### src/rtl/vga_timing_pkg.sv
// Shared constants for the VGA timing generator: 640x480@60 defaults, mode codes, bar colours.
package vga_timing_pkg;

  localparam int DEF_CLK_DIV = 2;
  localparam int DEF_H_SYNC  = 96;
  localparam int DEF_H_BP    = 48;
  localparam int DEF_H_ACT   = 640;
  localparam int DEF_H_FP    = 16;
  localparam int DEF_V_SYNC  = 2;
  localparam int DEF_V_BP    = 33;
  localparam int DEF_V_ACT   = 480;
  localparam int DEF_V_FP    = 10;
  localparam int DEF_GRID    = 10;

  typedef enum logic [1:0] {
    MODE_EXT   = 2'd0,
    MODE_BARS  = 2'd1,
    MODE_GRID  = 2'd2,
    MODE_BLACK = 2'd3
  } mode_e;

  localparam logic [23:0] COL_WHITE   = 24'hFFFFFF;
  localparam logic [23:0] COL_YELLOW  = 24'hFFFF00;
  localparam logic [23:0] COL_CYAN    = 24'h00FFFF;
  localparam logic [23:0] COL_GREEN   = 24'h00FF00;
  localparam logic [23:0] COL_MAGENTA = 24'hFF00FF;
  localparam logic [23:0] COL_RED     = 24'hFF0000;
  localparam logic [23:0] COL_BLUE    = 24'h0000FF;
  localparam logic [23:0] COL_BLACK   = 24'h000000;

  function automatic logic [23:0] bar_colour(input logic [2:0] idx);
    case (idx)
      3'd0:    bar_colour = COL_WHITE;
      3'd1:    bar_colour = COL_YELLOW;
      3'd2:    bar_colour = COL_CYAN;
      3'd3:    bar_colour = COL_GREEN;
      3'd4:    bar_colour = COL_MAGENTA;
      3'd5:    bar_colour = COL_RED;
      3'd6:    bar_colour = COL_BLUE;
      default: bar_colour = COL_BLACK;
    endcase
  endfunction

endpackage

### src/rtl/vga_pattern_gen.sv
// Combinational test-pattern source: active-area pixel coordinates and mode to a 24-bit colour.
module vga_pattern_gen
  import vga_timing_pkg::*;
#(
  parameter int XW    = 10,
  parameter int YW    = 9,
  parameter int H_ACT = DEF_H_ACT,
  parameter int GRID  = DEF_GRID
) (
  input  logic [XW-1:0] pix_x_i,
  input  logic [YW-1:0] pix_y_i,
  input  mode_e         mode_i,
  output logic [23:0]   rgb_o
);

  localparam int BAR_W = (H_ACT / 8 > 0) ? H_ACT / 8 : 1;
  localparam int GRD   = (GRID > 0) ? GRID : 1;

  logic [31:0] x_ext, y_ext, bar_idx, x_mod, y_mod;
  logic [2:0]  bar_sel;

  assign x_ext   = 32'(pix_x_i);
  assign y_ext   = 32'(pix_y_i);
  // Constant divisors only; the last bar absorbs any remainder when H_ACT is not a multiple of 8.
  assign bar_idx = x_ext / 32'(BAR_W);
  assign bar_sel = (bar_idx > 32'd7) ? 3'd7 : bar_idx[2:0];
  assign x_mod   = x_ext % 32'(GRD);
  assign y_mod   = y_ext % 32'(GRD);

  always_comb begin
    rgb_o = COL_BLACK;
    case (mode_i)
      MODE_BARS: rgb_o = bar_colour(bar_sel);
      MODE_GRID: rgb_o = (x_mod == 32'd0 || y_mod == 32'd0) ? COL_WHITE : COL_BLACK;
      default:   rgb_o = COL_BLACK;
    endcase
  end

endmodule

### src/rtl/vga_timing_gen.sv
// VGA raster timing generator: pixel-enable divider, h/v counters, pixel-fetch handshake,
// frame-latched pattern mode and a one-pixel-tick registered output stage.
module vga_timing_gen
  import vga_timing_pkg::*;
#(
  parameter int CLK_DIV  = DEF_CLK_DIV,
  parameter int H_SYNC   = DEF_H_SYNC,
  parameter int H_BP     = DEF_H_BP,
  parameter int H_ACT    = DEF_H_ACT,
  parameter int H_FP     = DEF_H_FP,
  parameter int V_SYNC   = DEF_V_SYNC,
  parameter int V_BP     = DEF_V_BP,
  parameter int V_ACT    = DEF_V_ACT,
  parameter int V_FP     = DEF_V_FP,
  parameter bit SYNC_POL = 1'b0,
  parameter int GRID     = DEF_GRID,
  localparam int XW      = $clog2(H_ACT),
  localparam int YW      = $clog2(V_ACT)
) (
  input  logic          clk_50m,
  input  logic          rst_n,
  input  logic [1:0]    mode,
  input  logic [23:0]   rgb_in,
  output logic          pix_req,
  output logic [XW-1:0] pix_x,
  output logic [YW-1:0] pix_y,
  output logic [7:0]    red,
  output logic [7:0]    green,
  output logic [7:0]    blue,
  output logic          hsync,
  output logic          vsync,
  output logic          de,
  output logic          frame_start
);

  localparam int H_TOT = H_SYNC + H_BP + H_ACT + H_FP;
  localparam int V_TOT = V_SYNC + V_BP + V_ACT + V_FP;
  localparam int H_OFF = H_SYNC + H_BP;
  localparam int V_OFF = V_SYNC + V_BP;
  localparam int HW    = $clog2(H_TOT);
  localparam int VW    = $clog2(V_TOT);
  localparam int DW    = (CLK_DIV > 1) ? $clog2(CLK_DIV) : 1;

  logic [DW-1:0] div_q, div_d;
  logic [HW-1:0] h_q, h_d, h_rel;
  logic [VW-1:0] v_q, v_d, v_rel;
  mode_e         mode_q, mode_d;
  logic          pe, h_wrap, h_act, v_act, act;
  logic [23:0]   pat_rgb;

  logic          hs_q, hs_d, vs_q, vs_d, de_q, de_d, fs_q, fs_d;
  logic [23:0]   rgb_q, rgb_d;

  // Stage 0: pixel enable, raster counters and active-area decode
  assign pe     = (div_q == DW'(CLK_DIV - 1));
  assign h_wrap = (h_q == HW'(H_TOT - 1));
  assign h_act  = (h_q >= HW'(H_OFF)) && (h_q < HW'(H_OFF + H_ACT));
  assign v_act  = (v_q >= VW'(V_OFF)) && (v_q < VW'(V_OFF + V_ACT));
  assign act    = h_act && v_act;
  assign h_rel  = h_q - HW'(H_OFF);
  assign v_rel  = v_q - VW'(V_OFF);

  assign pix_req = act && pe;
  assign pix_x   = act ? h_rel[XW-1:0] : '0;
  assign pix_y   = act ? v_rel[YW-1:0] : '0;

  always_comb begin
    div_d  = pe ? '0 : div_q + 1'b1;
    h_d    = h_q;
    v_d    = v_q;
    mode_d = mode_q;
    if (pe) begin
      h_d = h_wrap ? '0 : h_q + 1'b1;
      if (h_wrap) v_d = (v_q == VW'(V_TOT - 1)) ? '0 : v_q + 1'b1;
      // Mode only changes at the top-left corner so a frame never mixes sources
      if (h_q == '0 && v_q == '0) mode_d = mode_e'(mode);
    end
  end

  vga_pattern_gen #(
    .XW    (XW),
    .YW    (YW),
    .H_ACT (H_ACT),
    .GRID  (GRID)
  ) u_pattern (
    .pix_x_i (pix_x),
    .pix_y_i (pix_y),
    .mode_i  (mode_q),
    .rgb_o   (pat_rgb)
  );

  // Stage 1: registered sync, data enable and colour, one pixel tick behind the counters
  always_comb begin
    hs_d  = hs_q;
    vs_d  = vs_q;
    de_d  = de_q;
    rgb_d = rgb_q;
    fs_d  = pe && act && (h_q == HW'(H_OFF)) && (v_q == VW'(V_OFF));
    if (pe) begin
      hs_d  = (h_q < HW'(H_SYNC)) ? SYNC_POL : ~SYNC_POL;
      vs_d  = (v_q < VW'(V_SYNC)) ? SYNC_POL : ~SYNC_POL;
      de_d  = act;
      rgb_d = !act ? 24'h0 : (mode_q == MODE_EXT) ? rgb_in : pat_rgb;
    end
  end

  always_ff @(posedge clk_50m) begin
    if (!rst_n) begin
      div_q  <= '0;
      h_q    <= '0;
      v_q    <= '0;
      mode_q <= MODE_EXT;
      hs_q   <= ~SYNC_POL;
      vs_q   <= ~SYNC_POL;
      de_q   <= 1'b0;
      fs_q   <= 1'b0;
      rgb_q  <= '0;
    end else begin
      div_q  <= div_d;
      h_q    <= h_d;
      v_q    <= v_d;
      mode_q <= mode_d;
      hs_q   <= hs_d;
      vs_q   <= vs_d;
      de_q   <= de_d;
      fs_q   <= fs_d;
      rgb_q  <= rgb_d;
    end
  end

  assign hsync       = hs_q;
  assign vsync       = vs_q;
  assign de          = de_q;
  assign frame_start = fs_q;
  assign red         = rgb_q[23:16];
  assign green       = rgb_q[15:8];
  assign blue        = rgb_q[7:0];

endmodule

### config.mk
export PLATFORM = sky130hd
export DESIGN_NAME = vga_timing_gen
export DESIGN_NICKNAME = d
export VERILOG_FILES = /design/src/rtl/vga_timing_pkg.sv /design/src/rtl/vga_pattern_gen.sv /design/src/rtl/vga_timing_gen.sv
export SDC_FILE = /design/constraint.sdc
export NUM_CORES = 1
export LEC_CHECK = 0
export CAP_MARGIN = 15
export CORE_MARGIN = 5
export CORE_UTILIZATION = 60
export CTS_CLUSTER_DIAMETER = 100
export CTS_CLUSTER_SIZE = 30
export DETAILED_ROUTE_END_ITERATION = 8
export PLACE_DENSITY = 0.86
export SKIP_LAST_GASP = 1
export SYNTH_ARGS = -nofsm -noshare
export SYNTH_HDL_FRONTEND = slang
export SYNTH_SLANG_ARGS = --single-unit
### constraint.sdc
create_clock -name clk_50m -period 19.5 [get_ports clk_50m]
set_input_delay 2.925 -clock clk_50m [delete_from_list [all_inputs] [get_ports clk_50m]]
set_output_delay 2.925 -clock clk_50m [all_outputs]
set_load 0.03 [all_outputs]
# Yosys cells after proc, flatten, opt, wreduce, memory -nomap -nowiden
# Cells that the tools add are included.
[op_classes]
bitwise_logic = 1
n_addsub = 5
n_div = 3
mux = 12
n_reduce_logical = 17
eq_ne = 12
magnitude_cmp = 7
[op_table]
columns = ["operator", "count"]
rows = [
  ["$pmux 24 s7", 1],
  ["$mux 24", 3],
  ["$logic_not 32->1", 2],
  ["$pmux 24 s2", 1],
  ["$div 10x7->32 const B", 1],
  ["$gt 32x3->1 const B", 1],
  ["$mod 10x4->32 const B", 1],
  ["$mod 9x4->32 const B", 1],
  ["$mux 10", 3],
  ["$add 10x1->10 const B", 2],
  ["$eq 10x10->1 const B", 2],
  ["$logic_not 10->1", 2],
  ["$lt 10x10->1 const B", 2],
  ["$eq 10x6->1 const B", 1],
  ["$eq 10x8->1 const B", 1],
  ["$ge 10x6->1 const B", 1],
  ["$ge 10x8->1 const B", 1],
  ["$lt 10x2->1 const B", 1],
  ["$lt 10x7->1 const B", 1],
  ["$sub 10x8->10 const B", 1],
  ["$eq 3x3->1 const B", 3],
  ["$mux 9", 1],
  ["$sub 9x6->9 const B", 1],
  ["$logic_and 1x1->1", 7],
  ["other kinds (13)", 16],
]
[word_totals]
regBits = 51
output_inout_bits = 48

# Logic depth before layout (Yosys ltp)
# Gate-level depths: netlist of run 1.
[logic_depth]
depth_word = 12
ltp_mapped = 34
mapped_depth_nobuf = 29

# By module
# A second synthesis of run 1 with hierarchy kept.
[hier_totals]
hier_cells = 849
area_unflattened_um2 = 6182.2
[modules_own_cells]
columns = ["mod", "area_per_inst_um2", "instances", "seq_area_each_um2", "cells_each"]
rows = [
  ["vga_pattern_gen", 3270.6, 1, 0.0, 520],
  ["vga_timing_gen", 2911.5, 1, 1021.0, 329],
]

# Worst setup path after synthesis of run 1
# Ideal clock, no wire load.
[synth_timing]
path_type = "flip-flop to flip-flop"
from = "reg h_q[4]"
to = "reg rgb_q[10]"
setup_ns = 0.085
arrival_ns = 8.005
path_stages_with_launch = 35
setup_slack_ns = 11.411
synth_period_minus_slack_ns = 8.089
path_buffers = 6
cell_sequence = "dfxtp_1 > buf_2 > clkinv_1 > ha_1 > nand2b_1 > a211oi_1 > a221o_2 > buf_1 > buf_1 > nor3_1 > or2_2 > ha_1 > o32a_1 > or3_4 > nand4_1 > and3_1 > buf_4 > nor3_2 > or3_1 > clkbuf_1 > or4_1 > a21oi_1 > a32oi_1 > buf_2 > nor2_1 > xnor2_1 > ha_1 > a21boi_0 > a21boi_0 > o21ai_1 > nor2b_1 > mux2_2 > o211ai_4 > a21boi_4 > o31ai_2"
[synth_between]
elab_chain_cells = 12
[synth_lines]
columns = ["element", "line_no", "text"]
rows = [
  ["from (decl)", "vga_timing_gen.sv:45", "logic [HW-1:0] h_q, h_d, h_rel;"],
  ["from (signal assigned)", "vga_timing_gen.sv:110", "h_q <= '0;"],
  ["from (signal assigned)", "vga_timing_gen.sv:120", "h_q <= h_d;"],
  ["$ge 10x8->1 or $lt 10x10->1 (tied branches)", "vga_timing_gen.sv:57", "assign h_act = (h_q >= HW'(H_OFF)) && (h_q < HW'(H_OFF + H_ACT));"],
  ["$logic_and 1x1->1", "vga_timing_gen.sv:57", ""],
  ["$logic_and 1x1->1", "vga_timing_gen.sv:59", "assign act = h_act && v_act;"],
  ["$mux 10 *", "vga_timing_gen.sv:64", "assign pix_x = act ? h_rel[XW-1:0] : '0;"],
  ["via pix_x[7]", "vga_timing_gen.sv:25", "output logic [XW-1:0] pix_x,"],
  ["$div 10x7->32", "vga_pattern_gen.sv:25", "assign bar_idx = x_ext / 32'(BAR_W);"],
  ["$gt 32x3->1", "vga_pattern_gen.sv:26", "assign bar_sel = (bar_idx > 32'd7) ? 3'd7 : bar_idx[2:0];"],
  ["$mux 3", "vga_pattern_gen.sv:26", ""],
  ["$eq 3x3->1 (tied with other cells)", "vga_timing_pkg.sv:32", "case (idx)"],
  ["$pmux 24 s7", "vga_timing_pkg.sv:32", ""],
  ["$pmux 24 s2 *", "vga_pattern_gen.sv:32", "case (mode_i)"],
  ["$mux 24 * (2 in series)", "vga_timing_gen.sv:103", "rgb_d = !act ? 24'h0 : (mode_q == MODE_EXT) ? rgb_in : pat_rgb;"],
  ["to (signal assigned)", "vga_timing_gen.sv:127", "rgb_q <= rgb_d;"],
  ["to (decl)", "vga_timing_gen.sv:52", "logic [23:0] rgb_q, rgb_d;"],
]
# The timed path passes the listed nets; every way through them passes the cells marked *.
# A chain may end at the register's enable or synchronous reset.

# Worst setup path after layout of run 1
[layout_timing]
from = "reg h_q[4]"
to = "reg rgb_q[1]"
[layout_between]
elab_chain_cells = 12
[layout_lines]
columns = ["element", "line_no"]
rows = [
  ["$ge 10x8->1 or $lt 10x10->1 (tied branches)", "vga_timing_gen.sv:57"],
  ["$logic_and 1x1->1", "vga_timing_gen.sv:57"],
  ["$logic_and 1x1->1", "vga_timing_gen.sv:59"],
  ["$mux 10", "vga_timing_gen.sv:64"],
  ["$div 10x7->32", "vga_pattern_gen.sv:25"],
  ["$gt 32x3->1", "vga_pattern_gen.sv:26"],
  ["$mux 3", "vga_pattern_gen.sv:26"],
  ["$eq 3x3->1 (tied with other cells)", "vga_timing_pkg.sv:32"],
  ["$pmux 24 s7", "vga_timing_pkg.sv:32"],
  ["$pmux 24 s2", "vga_pattern_gen.sv:32"],
  ["$mux 24", "vga_timing_gen.sv:103"],
  ["$mux 24 *", "vga_timing_gen.sv:103"],
]
# Every way passes the cells marked *; elsewhere a longest branch is shown, timed or not.

==> insert_results.sql, run 1 <==
INSERT INTO impl_metrics (metric_group, metric, value, unit) VALUES
('run_status', 'outcome', 'finished clean', ''),
('final_layout', 'finalCoreUtilization', '0.6961', ''),
('power', 'sequentialPowerShare', '0.568', ''),
('setup_path', 'worst-r2r-setup-slack', '10.59', 'ns'),
('timing', 'number_of_max_slew_violations_in_the_final_report', '0', ''),
('detailed_routing', 'route.vias.total', '6664', ''),
('logic_synthesis', 'synth_area', '5957', 'sq um'),
('place', 'placement.io_buffers', '75', ''),
('global_routing', 'grt_antenna_before_repair', '0', ''),
('logic_synthesis', 'postSynth.asyncResetShare', '0', ''),
('setup_path', 'critPathKind', 'reg -> reg', ''),
('floorplan', 'design.portCount', '76', ''),
('final_layout', 'n_antenna_cell', '0', ''),
('timing', 'tmin_final', '8.913', 'ns'),
('detailed_routing', 'route.final.wire_length', '17770', 'um'),
('timing', 'final_hold_viol_count', '0', ''),
('detailed_routing', 'routed_via_density', '6.578', ''),
('setup_path', 'critPathBufInv', '1', ''),
('clock_network', 'cts-root-buf', 'sky130_fd_sc_hd__clkbuf_8', ''),
('final_layout', 'layout.cells.most_common', 'sky130_fd_sc_hd__nand2_1', ''),
('timing', 'max_freq', '112.2', 'MHz'),
('job', 'max_cap_viol_count', '0', ''),
('setup_path', 'r2r_start', 'h_q[4]$_SDFFE_PN0P_', ''),
('setup_path', 'endpoint_kind', 'register', ''),
('place', 'dp_hpwl', '13530', 'um'),
('setup_path', 'terminus_of_the_critical_flop_to_flop_path', 'rgb_q[1]$_SDFFE_PN0P_', ''),
('logic_synthesis', 'mappedNetlistNets', '888', ''),
('logic_synthesis', 'synthesized_area_per_cell', '7.066', 'sq um'),
('power', 'power.density_cell_area', '27.72', 'nW/um^2'),
('place', 'postPlaceCellArea', '6688', 'sq um'),
('detailed_routing', 'avgRoutedWirePerCell', '17.55', 'um'),
('timing', 'setup_repair_after_global_routing_missed_its_margin', 'no', ''),
('setup_path', 'data_arrival_time_of_the_critical_path', '9.15', 'ns'),
('final_layout', 'final_cell_area', '6773', 'sq um'),
('power', 'power.total', '187.8', 'uW'),
('detailed_routing', 'route.met3.wl', '1591', 'um'),
('hold_path', 'hold_class', 'reg -> reg', ''),
('final_layout', 'drive_above_1_share', '0.06023', ''),
('detailed_routing', 'drtAntennaViolNets', '0', ''),
('power', 'internal_power', '140.5', 'uW'),
('detailed_routing', 'detailroute.wirelength.met2', '7799', 'um'),
('setup_path', 'critPathTopFamily', 'compound AO/OA/AOI/OAI gates', ''),
('global_routing', 'vias_in_the_first_global_route', '5988', ''),
('logic_synthesis', 'ys_dominant_reg_cell', 'sky130_fd_sc_hd__dfxtp_1', ''),
('power', 'power_frac_comb', '0.114', ''),
('place', 'numPlacedInstances', '1005', ''),
('detailed_routing', 'route.layer.met1.wl', '7984', 'um'),
('clock_network', 'clock_latency', '0.30', 'ns'),
('power', 'power.share.clock', '0.318', ''),
('setup_path', 'critical_path.max_fanout', '24', ''),
('logic_synthesis', 'synth-warning-count', '0', ''),
('power', 'max-vdd-ir-drop', '44.03', 'uV'),
('global_routing', 'grt_overflow_total', '0', ''),
('timing', 'setup_ws', '10.59', 'ns'),
('timing', 'totalNegativeSetupSlack', '0', 'ns'),
('logic_synthesis', 'synth.distinct_cells', '92', ''),
('logic_synthesis', 'synth_top_area_cell', 'sky130_fd_sc_hd__dfxtp_1', ''),
('setup_path', 'worst-path-stages', '28', ''),
('hold_path', 'timing.hold.worst_path_depth', '2', ''),
('clock_network', 'ctsHoldBuffers', '0', ''),
('logic_synthesis', 'synth_area_leaders', 'sky130_fd_sc_hd__dfxtp_1 17%, sky130_fd_sc_hd__nand2_1 6.4%, sky130_fd_sc_hd__nor2_1 5.1%, sky130_fd_sc_hd__xnor2_1 4.3%, sky130_fd_sc_hd__ha_1 3.6%', ''),
('clock_network', 'cts.sinks', '51', ''),
('clock_network', 'post_cts_repair_timing_setup_buffer_count', '0', ''),
('setup_path', 'ff2ff_path_depth', '28', ''),
('power', 'power_switching', '47.27', 'uW'),
('floorplan', 'placement_rows', '36', ''),
('logic_synthesis', 'synth-edff-count', '0', ''),
('place', 'preCtsSetupSlack', '10.74', 'ns'),
('timing', 'worst_slew_pin_slew', '1.117', 'ns'),
('global_routing', 'grt_use_total', '0.2938', ''),
('timing', 'post-route-period-util', '0.4571', '');
## state kept, by name (all words and copies together), names as in the netlist
| signal | cells |
|---|---|
| rgb_q | 24 |
| h_q | 10 |
| v_q | 10 |
| mode_q | 2 |
| de | 1 |
| div_q | 1 |
| frame_start | 1 |
| hsync | 1 |
| vsync | 1 |
## cell families after synthesis
logic type,count (synthesis),share of synthesized area
AND/OR/NAND/NOR,376,0.3199
buffers and inverters,81,0.05524
flip-flops,51,0.1714
XOR/XNOR,37,0.05440
AO/OA/AOI/OAI,261,0.3291
multiplexers,17,0.02919
adder cells (fa/ha/maj),20,0.04075
## layer usage
metal  track usage  vias to the layer above
met1        0.4135                     3111
met2        0.4538                      318
met3       0.05931                       38
met5             0                        -
li1              -                     3197
met4       0.08459                        0
## power by group through the flow
stage / clock network, mW / registers, mW / logic, mW
after detailed placement: 0 / 0.109 / 0.0211
after CTS: 0.0602 / 0.107 / 0.0213
after floorplan: 0 / 0.109 / 0.0113
after global placement: 0 / 0.109 / 0.0201
after global routing: 0.0645 / 0.107 / 0.0233
final: 0.0597 / 0.107 / 0.0215
## layout make-up
type | count | area, sq um
fill | 847 | 2957
tap | 133 | 166.4
timing repair buffer | 78 | 773.2
clock buffer | 6 | 72.57
inverter | 32 | 120.1
sequential | 51 | 1021
clock inverter | 2 | 12.51
multi-input combinational | 711 | 4607
## worst min path at each step
| stage | slack (ns) | start | to |
|---|---|---|---|
| 6_report | 0.45 | rgb_q[7]$_SDFFE_PN0P_ | rgb_q[7]$_SDFFE_PN0P_ |
| 5_1_grt | 0.48 | de$_SDFFE_PN0P_ | de$_SDFFE_PN0P_ |
| 4_1_cts | 0.45 | rgb_q[7]$_SDFFE_PN0P_ | rgb_q[7]$_SDFFE_PN0P_ |
| 3_5_place_dp | 0.44 | de$_SDFFE_PN0P_ | de$_SDFFE_PN0P_ |
| 3_3_place_gp | 0.43 | rgb_q[0]$_SDFFE_PN0P_ | rgb_q[0]$_SDFFE_PN0P_ |
| 2_1_floorplan | 0.51 | mode_q[1]$_SDFFE_PN0P_ | mode_q[1]$_SDFFE_PN0P_ |
## cell usage after synthesis, drive strengths merged, types with 11 or more instances
cell,count
nor3,39
inv,28
a21oi,42
nand2b,16
nor2b,24
nand3,29
o211ai,12
nor4,15
dfxtp,51
a21o,11
o21a,13
ha,17
nor2,83
nand2,102
mux2i,14
a31oi,13
clkbuf,27
xnor2,29
buf,22
o31ai,17
nand4,13
a32oi,11
o21ai,61
## tightest hold or removal path, delay by kind of cell (launching register included)
kind / cells / cell delay (ns)
AO/OA/AOI/OAI: 1 / 0.05
flip-flops: 1 / 0.32
AND/OR/NAND/NOR: 1 / 0.05
Note: power is estimated with default switching activity, not from simulation.
==> run 2, diff against run 1 <==
- CORE_UTILIZATION: 60 -> 52
- PLACE_DENSITY: 0.86 -> 0.79
- clock period: 19.5 -> 7.3 ns (I/O delays scaled with it)
==> run 2 against run 1 <==
Net effect: critical path depth grew 1; design area grew 8.7%; worst hold slack lost 0.00094 ns; largest power group unchanged; clock skew shrank 0.0057 ns; critical path type unchanged; highest routed layer unchanged; total power grew to 3.1 times the previous value; fmax grew 29%; global-route usage shrank 3.8 points; critical endpoint is now rgb_q[5]$_SDFFE_PN0P_.
==> insert_results.sql, run 2 (synthesized netlist as in run 1, its figures left out) <==
INSERT INTO impl_metrics (metric_group, metric, value, unit) VALUES
('final_layout', 'finalCoreUtilization', '0.6501', ''),
('clock_network', 'clock_latency', '0.29', 'ns'),
('hold_path', 'hold_class', 'reg -> reg', ''),
('global_routing', 'vias_in_the_first_global_route', '6136', ''),
('clock_network', 'clk_path_buf_depth', '2', ''),
('final_layout', 'layout.cells.most_common_list', '101 x sky130_fd_sc_hd__nand2_1, 78 x sky130_fd_sc_hd__nor2_1, 75 x sky130_fd_sc_hd__clkdlybuf4s50_1', ''),
('hold_path', 'timing.hold.worst_path_depth', '2', ''),
('floorplan', 'floorplan.initialDensity', '0.5262', ''),
('final_layout', 'layout.cells.most_common', 'sky130_fd_sc_hd__nand2_1', ''),
('global_routing', 'grt_antenna_before_repair', '0', ''),
('final_layout', 'area_growth_syn_to_layout', '23.55', '%'),
('setup_path', 'data_arrival_time_of_the_critical_path', '7.12', 'ns'),
('final_layout', 'largest_reg_flops', '24', ''),
('timing', 'worst_slew_margin_rel', '0.3100', ''),
('clock_network', 'cts-root-buf', 'sky130_fd_sc_hd__clkbuf_16', ''),
('power', 'internal_power', '438.5', 'uW'),
('final_layout', 'final_cell_area', '7360', 'sq um'),
('clock_network', 'clock_tree.htree_level_count', '2', ''),
('setup_path', 'start_kind', 'register', ''),
('final_layout', 'reg.largest.list', 'rgb_q x24, h_q x10, v_q x10', ''),
('detailed_routing', 'detail_route.first_pass.iterations', '7', ''),
('final_layout', 'n_antenna_cell', '0', ''),
('timing', 'post-route-period-util', '0.9456', ''),
('detailed_routing', 'route.final.wire_length', '17890', 'um'),
('clock_network', 'clock_tree_from_tritoncts', 'built', ''),
('place', 'placement.io_buffers', '75', ''),
('power', 'sequentialPowerShare', '0.491', ''),
('final_layout', 'drive_above_1_share', '0.1359', ''),
('power', 'power.density_cell_area', '78.84', 'nW/um^2'),
('place', 'postPlaceCellArea', '7037', 'sq um'),
('detailed_routing', 'routed_via_density', '6.286', ''),
('global_routing', 'grt_overflow_total', '0', ''),
('floorplan', 'dieArea', '13700', 'sq um'),
('power', 'netSwitchingFraction', '0.2442', ''),
('floorplan', 'die_width', '117.0', 'um'),
('setup_path', 'worst_path_largest_cell_delay', '0.50', 'ns'),
('job', 'max_cap_viol_count', '0', ''),
('detailed_routing', 'drc', '0', ''),
('floorplan', 'die_y', '117.0', 'um'),
('setup_path', 'worst-path-stages', '29', ''),
('clock_network', 'clk_pin_slew_worst_paths', '0.07', 'ns'),
('setup_path', 'required', '7.52', 'ns'),
('final_layout', 'layout.area.seq', '1027', 'sq um'),
('global_routing', 'grt_use_total', '0.2554', ''),
('final_layout', 'largest_register', 'rgb_q', ''),
('place', 'dp_hpwl', '13290', 'um'),
('power', 'max-vdd-ir-drop', '122.2', 'uV'),
('setup_path', 'critical_path.max_fanout', '8', ''),
('setup_path', 'critPathKind', 'reg -> reg', ''),
('power', 'cellLeakagePower', '2.888', 'nW'),
('timing', 'finalSetupViolations', '0', ''),
('detailed_routing', 'avgRoutedWirePerCell', '16.72', 'um'),
('final_layout', 'filler_cell_count', '1001', ''),
('power', 'power_switching', '141.7', 'uW'),
('timing', 'max_freq', '144.9', 'MHz'),
('timing', 'worst_slew_pin_slew', '1.035', 'ns'),
('power', 'power.total', '580.2', 'uW'),
('timing', 'final_hold_viol_count', '0', ''),
('run_status', 'outcome', 'finished clean', ''),
('final_layout', 'multiInputGateArea', '4737', 'sq um'),
('clock_network', 'cts.sinks', '51', ''),
('detailed_routing', 'drt_iter0_markers', '707', ''),
('global_routing', 'grt_max_degree', '30', ''),
('detailed_routing', 'route.vias.total', '6726', ''),
('timing', 'tmin_final', '6.903', 'ns'),
('setup_path', 'endpoint_kind', 'register', ''),
('setup_path', 'critPathTopFamily', 'compound AO/OA/AOI/OAI gates', ''),
('timing', 'finClkSkew', '0.002103', 'ns'),
('setup_path', 'critPathBufInv', '2', ''),
('setup_path', 'ff2ff_path_depth', '29', ''),
('setup_path', 'cpMaxStageDelayCell', 'sky130_fd_sc_hd__or4_4', ''),
('final_layout', 'nNetsFinal', '971', ''),
('place', 'placer_congestion', '0.9890', ''),
('clock_network', 'cts_made_buffers', '5', ''),
('floorplan', 'placement_rows', '39', ''),
('global_routing', 'grt_pass1_wl', '29390', 'um'),
('power', 'power.share.clock', '0.413', ''),
('floorplan', 'design.portCount', '76', ''),
('timing', 'number_of_max_slew_violations_in_the_final_report', '0', ''),
('detailed_routing', 'drtAntennaViolNets', '0', ''),
('floorplan', 'core', '11320', 'sq um'),
('power', 'power_frac_comb', '0.097', '');
-- run 2: stage by stage --
| step | worst slack, ns | std cells | setup TNS, ns | hold slack (ns) |
|---|---|---|---|---|
| floorplan | 0.02591 | 843 | 0 | 0.5094 |
| global placement | 0.3957 | 1052 | 0 | 0.4356 |
| detailed placement | 0.1355 | 1052 | 0 | 0.4426 |
| CTS | 0.1277 | 1060 | 0 | 0.4547 |
| global route | -0.01130 | 1070 | -0.02933 | 0.4825 |
| finish | 0.3972 | 1070 | 0 | 0.4520 |
-- run 2: cell type report --
class                      count  area share
clock inverter                 3    0.003740
tap                          143     0.02431
timing repair buffer         125      0.1552
clock buffer                   5     0.01700
inverter                      32     0.01649
multi-input combinational    711      0.6437
sequential                    51      0.1396
-- run 2: repair_timing --
item,4_1_cts,5_1_grt
setup buffers,0,9
hold buffers,0,0
gates resized for setup,0,22
setup endpoints to repair,0,24
-- run 2: power by group through the flow --
| stage | sequential [mW] | clock (mW) | combinational [mW] |
|---|---|---|---|
| 2_1_floorplan | 0.291 | 0 | 0.0302 |
| 5_1_grt | 0.285 | 0.254 | 0.0604 |
| 6_report | 0.285 | 0.239 | 0.0561 |
| 3_3_place_gp | 0.291 | 0 | 0.0550 |
| 4_1_cts | 0.285 | 0.242 | 0.0559 |
| 3_5_place_dp | 0.291 | 0 | 0.0551 |
-- run 2: metal layers --
layer / GRT usage / share of wire / routed length, um
met5: 0 / 0 / 0
met4: 0.06651 / 0.021 / 382
met3: 0.03959 / 0.081 / 1442
met2: 0.3853 / 0.44 / 7874
met1: 0.3787 / 0.46 / 8187
-- run 2: final timing paths --
path	from	to	slack, ns
worst max-delay path	v_q[0]$_SDFFE_PN0P_	rgb_q[5]$_SDFFE_PN0P_	0.40
worst min-delay path	rgb_q[1]$_SDFFE_PN0P_	rgb_q[1]$_SDFFE_PN0P_	0.45
worst max register to register	v_q[0]$_SDFFE_PN0P_	rgb_q[5]$_SDFFE_PN0P_	0.40
worst min register to register	rgb_q[1]$_SDFFE_PN0P_	rgb_q[1]$_SDFFE_PN0P_	0.45
-- run 2: worst register-to-register path, delay by kind of cell (launching register included) --
kind            cells  cell delay (ns)
compound gates     12             2.56
xor+xnor            1             0.10
fa+ha+maj           3             0.71
buf+inv             2             0.34
flops               1             0.37
mux                 1             0.37
simple gates       10             2.41
